## config.mk

```make
export PLATFORM = sky130hd
export DESIGN_NAME = neighbor_scan_ctrl
export DESIGN_NICKNAME = d
export VERILOG_FILES = /design/src/rtl/neighbor_scan_ctrl.sv
export SDC_FILE = /design/constraint.sdc
export NUM_CORES = 1
export LEC_CHECK = 0
export BUFFER_PORTS_ARGS = -buffer_cell sky130_fd_sc_hd__clkbuf_2
export CORE_MARGIN = 2
export CORE_UTILIZATION = 50
export DETAILED_ROUTE_END_ITERATION = 8
export PLACE_DENSITY = 0.74
export SLEW_MARGIN = 20
export SYNTH_ARGS = -nofsm -noshare
export SYNTH_HDL_FRONTEND = slang
export SYNTH_SLANG_ARGS = --single-unit
```

## constraint.sdc

```tcl
create_clock -name clock -period 2.6 [get_ports clock]
set_input_delay 0.13 -clock clock [delete_from_list [all_inputs] [get_ports clock]]
set_output_delay 0.13 -clock clock [all_outputs]
set_load 0.05 [all_outputs]
```

## src/rtl/neighbor_scan_ctrl.sv

```systemverilog
// Routing-round sequencer: scans the neighbor table for the lowest-cost entry,
// then hands the candidate to winnerPolicy and captures its result.
module neighbor_scan_ctrl #(
    parameter int ADDR_WIDTH    = 10,
    parameter int WORD_WIDTH    = 16,
    parameter int MAX_NEIGHBORS = 64,
    parameter int WP_TIMEOUT    = 255
) (
    input  logic                  clock,
    input  logic                  nreset,
    input  logic                  start,
    input  logic [ADDR_WIDTH-1:0] table_base,
    input  logic [WORD_WIDTH-1:0] my_node_id,
    input  logic [WORD_WIDTH-1:0] eps_init,
    input  logic                  eps_load,
    output logic [ADDR_WIDTH-1:0] mem_addr,
    output logic                  mem_rd,
    input  logic [7:0]            mem_rdata,
    output logic [WORD_WIDTH-1:0] wp_epsilon,
    output logic [WORD_WIDTH-1:0] wp_mybest,
    output logic [WORD_WIDTH-1:0] wp_besthop,
    output logic [WORD_WIDTH-1:0] wp_bestvalue,
    output logic [WORD_WIDTH-1:0] wp_bestneighborID,
    output logic [WORD_WIDTH-1:0] wp_my_node_id,
    output logic                  wp_done_prev,
    input  logic                  wp_done,
    input  logic [WORD_WIDTH-1:0] wp_nexthop,
    input  logic [WORD_WIDTH-1:0] wp_epsilon_step,
    output logic                  busy,
    output logic                  round_done,
    output logic [WORD_WIDTH-1:0] nexthop,
    output logic                  no_route,
    output logic                  timeout
);

    localparam int CW = $clog2(MAX_NEIGHBORS * 4 + 1);
    localparam int TW = $clog2(WP_TIMEOUT + 1);
    localparam logic [WORD_WIDTH-1:0] COST_INF = 16'h7C00;

    typedef enum logic [2:0] {IDLE, CNT, SCAN, KICK, WAIT, DONE} state_t;

    state_t                state, state_d;
    logic [1:0]            phase;
    logic [7:0]            cnt_hi;
    logic [CW-1:0]         tot, rd_cnt, samp_cnt;
    logic                  rd_q;
    logic [WORD_WIDTH-1:0] cur_id, run_val, run_id;
    logic [7:0]            val_hi;
    logic [TW-1:0]         wait_cnt;

    logic [15:0]           n_raw, n_clamped;
    logic [17:0]           n_bytes;
    logic [WORD_WIDTH-1:0] cand;
    logic                  better, last_sample, timed_out;

    always_ff @(posedge clock) begin
        if (nreset) state <= IDLE;
        else        state <= state_d;
    end

    always_comb begin
        state_d      = state;
        mem_rd       = 1'b0;
        wp_done_prev = 1'b0;
        n_raw        = {cnt_hi, mem_rdata};
        n_clamped    = (n_raw > 16'(MAX_NEIGHBORS)) ? 16'(MAX_NEIGHBORS) : n_raw;
        n_bytes      = {n_clamped, 2'b00};
        cand         = {val_hi, mem_rdata};
        better       = cand < run_val;
        last_sample  = rd_q && (samp_cnt == tot - CW'(1));
        timed_out    = wait_cnt == TW'(WP_TIMEOUT - 1);
        case (state)
            IDLE: if (start) state_d = CNT;
            CNT: begin
                mem_rd = (phase != 2'd2);
                if (phase == 2'd2) state_d = (n_raw == '0) ? DONE : SCAN;
            end
            SCAN: begin
                mem_rd = (rd_cnt != tot);
                if (last_sample) state_d = KICK;
            end
            KICK: begin
                wp_done_prev = 1'b1;
                state_d      = WAIT;
            end
            WAIT: if (wp_done || timed_out) state_d = DONE;
            DONE: state_d = IDLE;
            default: state_d = IDLE;
        endcase
    end

    assign busy       = (state != IDLE);
    assign round_done = (state == DONE);

    always_ff @(posedge clock) begin
        if (nreset) begin
            phase             <= '0;
            cnt_hi            <= '0;
            tot               <= '0;
            rd_cnt            <= '0;
            samp_cnt          <= '0;
            rd_q              <= 1'b0;
            cur_id            <= '0;
            val_hi            <= '0;
            run_val           <= COST_INF;
            run_id            <= '0;
            wait_cnt          <= '0;
            mem_addr          <= '0;
            wp_epsilon        <= '0;
            wp_mybest         <= COST_INF;
            wp_besthop        <= '0;
            wp_bestvalue      <= '0;
            wp_bestneighborID <= '0;
            wp_my_node_id     <= '0;
            nexthop           <= '0;
            no_route          <= 1'b0;
            timeout           <= 1'b0;
        end else begin
            wp_my_node_id <= my_node_id;
            case (state)
                IDLE: begin
                    if (eps_load) wp_epsilon <= eps_init;
                    if (start) begin
                        mem_addr <= table_base;
                        phase    <= '0;
                        no_route <= 1'b0;
                        timeout  <= 1'b0;
                    end
                end
                CNT: begin
                    phase <= phase + 2'd1;
                    if (phase == 2'd0) mem_addr <= mem_addr + 1'b1;
                    if (phase == 2'd1) cnt_hi <= mem_rdata;
                    if (phase == 2'd2) begin
                        tot      <= CW'(n_bytes);
                        rd_cnt   <= '0;
                        samp_cnt <= '0;
                        rd_q     <= 1'b0;
                        run_val  <= COST_INF;
                        run_id   <= '0;
                        if (n_raw == '0) no_route <= 1'b1;
                        else             mem_addr <= mem_addr + 1'b1;
                    end
                end
                SCAN: begin
                    // Address advances after every read but the last, so it
                    // rests on the final byte read once the scan ends.
                    rd_q <= mem_rd;
                    if (mem_rd) begin
                        rd_cnt <= rd_cnt + CW'(1);
                        if (rd_cnt != tot - CW'(1)) mem_addr <= mem_addr + 1'b1;
                    end
                    if (rd_q) begin
                        samp_cnt <= samp_cnt + CW'(1);
                        case (samp_cnt[1:0])
                            2'd0, 2'd1: cur_id <= {cur_id[WORD_WIDTH-9:0], mem_rdata};
                            2'd2:       val_hi <= mem_rdata;
                            default: if (better) begin
                                run_val <= cand;
                                run_id  <= cur_id;
                            end
                        endcase
                        if (last_sample) begin
                            wp_bestvalue      <= better ? cand : run_val;
                            wp_bestneighborID <= better ? cur_id : run_id;
                        end
                    end
                end
                KICK: wait_cnt <= '0;
                WAIT: begin
                    if (wp_done) begin
                        nexthop    <= wp_nexthop;
                        wp_besthop <= wp_nexthop;
                        wp_mybest  <= run_val;
                        wp_epsilon <= wp_epsilon_step;
                    end else if (timed_out) begin
                        timeout <= 1'b1;
                    end else begin
                        wait_cnt <= wait_cnt + TW'(1);
                    end
                end
                default: ;
            endcase
        end
    end

endmodule

```

# Word level (Yosys, flattened, before mapping)
# Cells that the tools add are included.
[word_totals]
reg_bits = 211
input_bits = 87
out_inout_bits = 128
[op_classes]
addsub = 6
n_lt_le_gt_ge = 2
n_eq_ne = 28
muxes = 48
n_reduce_logical = 31
[ops]
columns = ["operator", "n"]
rows = [
  ["16-bit 2-to-1 mux", 10],
  ["16-bit case mux with 2 select lines", 3],
  ["10-bit 2-to-1 mux", 6],
  ["9-bit case mux with 2 select lines", 2],
  ["2-bit != test, second input constant", 15],
  ["10-bit case mux with 3 select lines", 1],
  ["9-bit 2-to-1 mux", 3],
  ["3-bit AND reduction", 7],
  ["4-bit AND reduction", 5],
  ["9-bit by 1-bit adder with 9-bit output, second input constant", 2],
  ["9-bit != test", 2],
  ["16-bit by 7-bit greater-than comparator with 1-bit output, second input constant", 1],
  ["16-bit zero test", 1],
  ["16-bit less-than comparator", 1],
  ["8-bit 2-to-1 mux", 2],
  ["8-bit case mux with 2 select lines", 1],
  ["3-bit 2-to-1 mux", 5],
  ["3-bit case mux with 5 select lines", 1],
  ["10-bit by 1-bit adder with 10-bit output, second input constant", 1],
  ["2-bit AND reduction", 5],
  ["9-bit equality test", 1],
  ["9-bit by 1-bit subtractor with 9-bit output, second input constant", 1],
  ["8-bit by 1-bit adder with 8-bit output, second input constant", 1],
  ["8-bit equality test, second input constant", 1],
  ["19 further kinds", 37],
]

# Depth between registers and ports, before layout
[logic_depth]
word_depth = 5
depth_mapped = 10
ltp_nobuf = 8

# Worst setup path after synthesis
# Ideal clock, no wire load.
[synth_path]
path_kind = "reg-to-reg"
from = "register run_val[5]"
to = "register wp_bestvalue[1]"
setup_ns = 0.119
t_arrival_ns = 2.215
t_required_ns = 2.481
path_slack_ns = 0.266
path_stages_with_launch = 10
path_buffers = 1
cell_sequence = "dfxtp_1 -> inv_1 -> ha_1 -> a21o_1 -> a211oi_1 -> o211ai_1 -> a21oi_1 -> buf_2 -> mux2i_1 -> a21oi_2"
[synth_between]
elab_chain_cells = 2
[synth_rtl]
columns = ["element", "line_no", "rtl"]
rows = [
  ["start, declared", "47", "logic [WORD_WIDTH-1:0] cur_id, run_val, run_id;"],
  ["start signal, assigned", "159", "run_val <= cand;"],
  ["16-bit less-than comparator", "69", "better = cand < run_val;"],
  ["16-bit 2-to-1 mux", "--", ""],
  ["end signal, assigned", "164", "wp_bestvalue <= better ? cand : run_val;"],
  ["end, declared", "22", "output logic [WORD_WIDTH-1:0] wp_bestvalue,"],
]
# No other way between the ends.
# A chain may end at the register's enable or synchronous reset.

# Worst setup path in the final report
[layout_path]
from = "register state[2]"
to = "register wp_epsilon[13]"
[layout_between]
elab_chain_cells = 3
[layout_rtl]
columns = ["element", "line_no", "rtl"]
rows = [
  ["start, declared", "42", "state_t state, state_d;"],
  ["start signal, assigned", "58", "else state <= state_d;"],
  ["3-bit equality test / 3-bit zero test (equally long branches)", "120", "case (state)"],
  ["2-bit != test (no source line) / 2-bit nonzero test (equally long branches)", "--", ""],
  ["3-bit AND reduction (no source line)", "--", ""],
  ["end signal, assigned", "122", "if (eps_load) wp_epsilon <= eps_init;"],
  ["end signal, assigned", "175", "wp_epsilon <= wp_epsilon_step;"],
  ["end, declared", "19", "output logic [WORD_WIDTH-1:0] wp_epsilon,"],
]
# Parallel ways exist; a longest one is shown, timed or not.

==> flow_summary_export.csv <==
group,metric,value,unit
clock_network,clkLatencyLatePin,0.50,ns
finish,fin_area,0.0126,mm2
finish,drive_gt1_share,24.2,%
grt,track_usage,25.3,%
grt,grt_util_met3,3.93,%
drt,antenna_left,0,
synth,synth_top_family_by_area,"simple AND/OR/NAND/NOR gates",
placement,dp_hpwl,17100,um
grt,grt_first_pass_wirelength,42900,um
timing,worst_pin_slew,1.10,ns
floorplanning,die_w,143,um
clock_network,cts_tree,"built",
finish,fin_nets,1533,
drt,drtIter0Drc,549,
worst_setup_path,slowest_stage,"dlygate4sd3_1",
worst_setup_path,worstPathCellList,"buf_4 > nor3b_2 > buf_4 > nand2_1 > nand2_1 > buf_6 > nor2_1 > a311oi_1 > dlygate4sd3_1",
synth,synth_edf_count,0,
worst_setup_path,required,3.04,ns
synth,yosys.area_share.adder,3.61,%
timing,max_slew_margin,26.3,%
status,status,"finished clean",
timing,tns,0,ns
timing,drv_slew,0,
finish,syn_to_final_growth,29.3,%
synth,yosys.area_share.simple,21.1,%
grt,busiest_layer,"met2",
synth,ys_ff_latch,211,
floorplanning,num_io_pins,215,
timing,finClkSkew,0.0157,ns
grt,first_global_vias,8722,
synth,syn-cell-area,0.00972,mm2
synth,synth_top_flop_cell,"dfxtp_1",
floorplanning,fp-row-count,50,
worst_setup_path,worstSetupPathType,"flop to flop",
grt,grt-ovfl-total,0,
synth,synth.avg_cell_area,8.42,um2
timing,fin_ws,0.121,ns
pwr,powerDensity,669,mW/mm2
min_path,whs_path_depth,3,
clock_network,h-tree-depth,1,
worst_setup_path,crit_fanout,32,
timing,period_needed,2.48,ns
timing,finalHoldViolations,0,
timing,setup_viol,0,
synth,syn-num-nets,1269,
synth,ys_async_sr_fraction,0,%
grt,met2_usage,44.0,%
pwr,max-vdd-ir-drop,0.000432,V
flow_run,maxCapViolCount,0,
clock_network,cts_buffers,23,
grt,antenna_found_initial,0,
drt,dr.pass1.iters,7,
finish,antennaDiodeCount,0,
placement,gp_congestion,0.863,
synth,synth_cells,1154,
pwr,p_leak,5.31,nW
placement,numPortBuffers,214,
clock_network,clk_pin_slew,0.06,ns
placement,place_area,0.0110,mm2
floorplanning,die_area,0.0206,mm2
timing,fin_crit_sh,95.3,%
synth,ys_seq_area_share,43.5,%
clock_network,clockBufferDepth,3,
synth,ys_types,66,
synth,synthMuxAreaShare,3.61,%
drt,routed_wirelength,27200,um
synth,yosys_warnings,0,
drt,drcViolationCount,0,
grt,grt_use_met1,32.6,%
drt,wl_per_cell,16.0,um
synth,synth-xor-area-share,2.97,%
synth,synth_compound_area_share,19.1,%
clock_network,root_buffer,"clkbuf_16",
timing,fmax,403,MHz
drt,vias,9204,
floorplanning,fp.coreArea,0.0189,mm2
floorplanning,start_util,51.4,%
drt,routed_via_density,5.43,
placement,post-place-ws,0.161,ns
worst_setup_path,startpoint_type,"flop",
worst_setup_path,ff2ff_path_depth,9,
grt,grt_max_degree,104,
worst_setup_path,cpPeakStageDelay,0.58,ns
clock_network,clock-sinks,211,
timing,rsz0062_at_grt,"no",
floorplanning,die_y,143,um
worst_setup_path,critical_path_arrival,2.91,ns
worst_setup_path,crit_path_end_kind,"flop",
min_path,hp-class,"primary input to flop",
[registers in the layout, summed over array words and instances, names as in the netlist, 10 cells and up]
| signal | count |
|---|---|
| cur_id | 16 |
| nexthop | 16 |
| run_id | 16 |
| run_val | 16 |
| wp_bestneighborID | 16 |
| wp_bestvalue | 16 |
| wp_epsilon | 16 |
| wp_my_node_id | 16 |
| wp_mybest | 16 |
| mem_addr | 10 |
[cell families (layout without fill, tap and decap cells)]
logic type,after synthesis,count (layout)
xor+xnor,33,33
fa+ha+maj,28,28
simple gates,439,439
buf+inv,123,403
compound gates,285,285
mux,35,35
flops,211,211
[per-layer routing]
| layer | vias up | share of wire, % |
|---|---|---|
| li1 | 4518 | - |
| met1 | 4318 | 43 |
| met2 | 321 | 49 |
| met3 | 47 | 6.1 |
| met4 | 0 | 1.9 |
| met5 | - | 0 |
[Yosys cell counts, types with 4 or more instances]
| master | number | area [um2] |
|---|---|---|
| mux2i_1 | 35 | 350 |
| buf_2 | 20 | 100 |
| inv_1 | 32 | 120 |
| a311oi_1 | 17 | 149 |
| ha_1 | 28 | 350 |
| clkbuf_1 | 40 | 150 |
| or3_1 | 6 | 37.5 |
| a21oi_1 | 119 | 596 |
| nand2b_1 | 8 | 50.1 |
| a21o_1 | 6 | 45.0 |
| nand2_1 | 223 | 837 |
| nor2b_1 | 21 | 131 |
| and2_1 | 6 | 37.5 |
| o211ai_1 | 17 | 128 |
| xnor2_1 | 19 | 166 |
| a21oi_2 | 30 | 263 |
| nand4_1 | 12 | 75.1 |
| o31ai_1 | 4 | 30.0 |
| or4_1 | 5 | 37.5 |
| buf_4 | 19 | 143 |
| buf_6 | 5 | 56.3 |
| dfxtp_1 | 211 | 4220 |
| xor2_1 | 14 | 123 |
| o21ai_1 | 32 | 160 |
| nand3_1 | 57 | 285 |
| o311ai_0 | 4 | 35.0 |
| a22oi_1 | 6 | 45.0 |
| o21ai_0 | 18 | 90.1 |
| nor3_1 | 9 | 45.0 |
| nor4_1 | 5 | 31.3 |
| nor2_1 | 58 | 218 |
| buf_1 | 7 | 26.3 |
[area by class of cell]
cell class / count / area, um2
clock inverters: 5 / 52.6
well taps: 260 / 325
fillers: 1565 / 6330
repair buffers: 330 / 2190
flip-flops and latches: 211 / 4230
multi-input cells: 820 / 4940
clock buffers: 36 / 704
inverters: 32 / 120
[power breakdown]
group	switching (mW)	internal (mW)	leakage (nW)
clock network	1.27	1.95	0.373
registers	0.139	3.37	1.71
logic	1.10	0.571	3.23
[what timing repair did]
action                                  in CTS  in global routing
setup buffers                                0                  2
endpoints found under the hold margin       62                  0
resized for setup                            0                  7
endpoints found under the setup margin       0                 26
hold buffers                                73                  0
[stage by stage]
stage          util, %  std cells  hold WS (ns)  power, mW
3_3_place_gp      58.4       1578         0.342       5.06
3_5_place_dp      58.4       1578         0.343       5.08
2_1_floorplan        -       1154         0.239       4.64
5_1_grt           66.5       1694        0.0288       8.74
4_1_cts           66.2       1692        0.0127       8.43
6_report          66.5       1694        0.0274       8.41
[worst paths after layout]
check	slack, ns	startpoint	endpoint
setup / recovery	0.12	state[2]	wp_epsilon[13]
hold / removal	0.03	table_base[1]	mem_addr[1]
setup reg to reg	0.12	state[2]	wp_epsilon[13]
hold reg to reg	0.45	wp_mybest[15]	wp_mybest[15]
[cell usage in the layout, fill, tap and decap left out, types with 14 or more instances in the layout]
master and n:
clkbuf_16 23, inv_1 32, clkbuf_2 213, mux2i_1 35, o21ai_0 17, dlygate4sd3_1 73, a21oi_1 118, ha_1 28
a21oi_2 30, dfxtp_1 209, nor2_1 58, o211ai_1 17, a311oi_1 17, buf_4 38, nor2b_1 21, xor2_1 14
o21ai_1 32, nand2_1 223, xnor2_1 19, nand3_1 57
[worst max-delay path: cells and delay by family, from the launching register on]
family	cells	cell delay (ns)
AOI/OAI and AO/OA	1	0.29
buffers and inverters	4	1.19
DFF	1	0.46
and+or+nand+nor	4	0.47
Note: power is estimated with default switching activity, not from simulation.
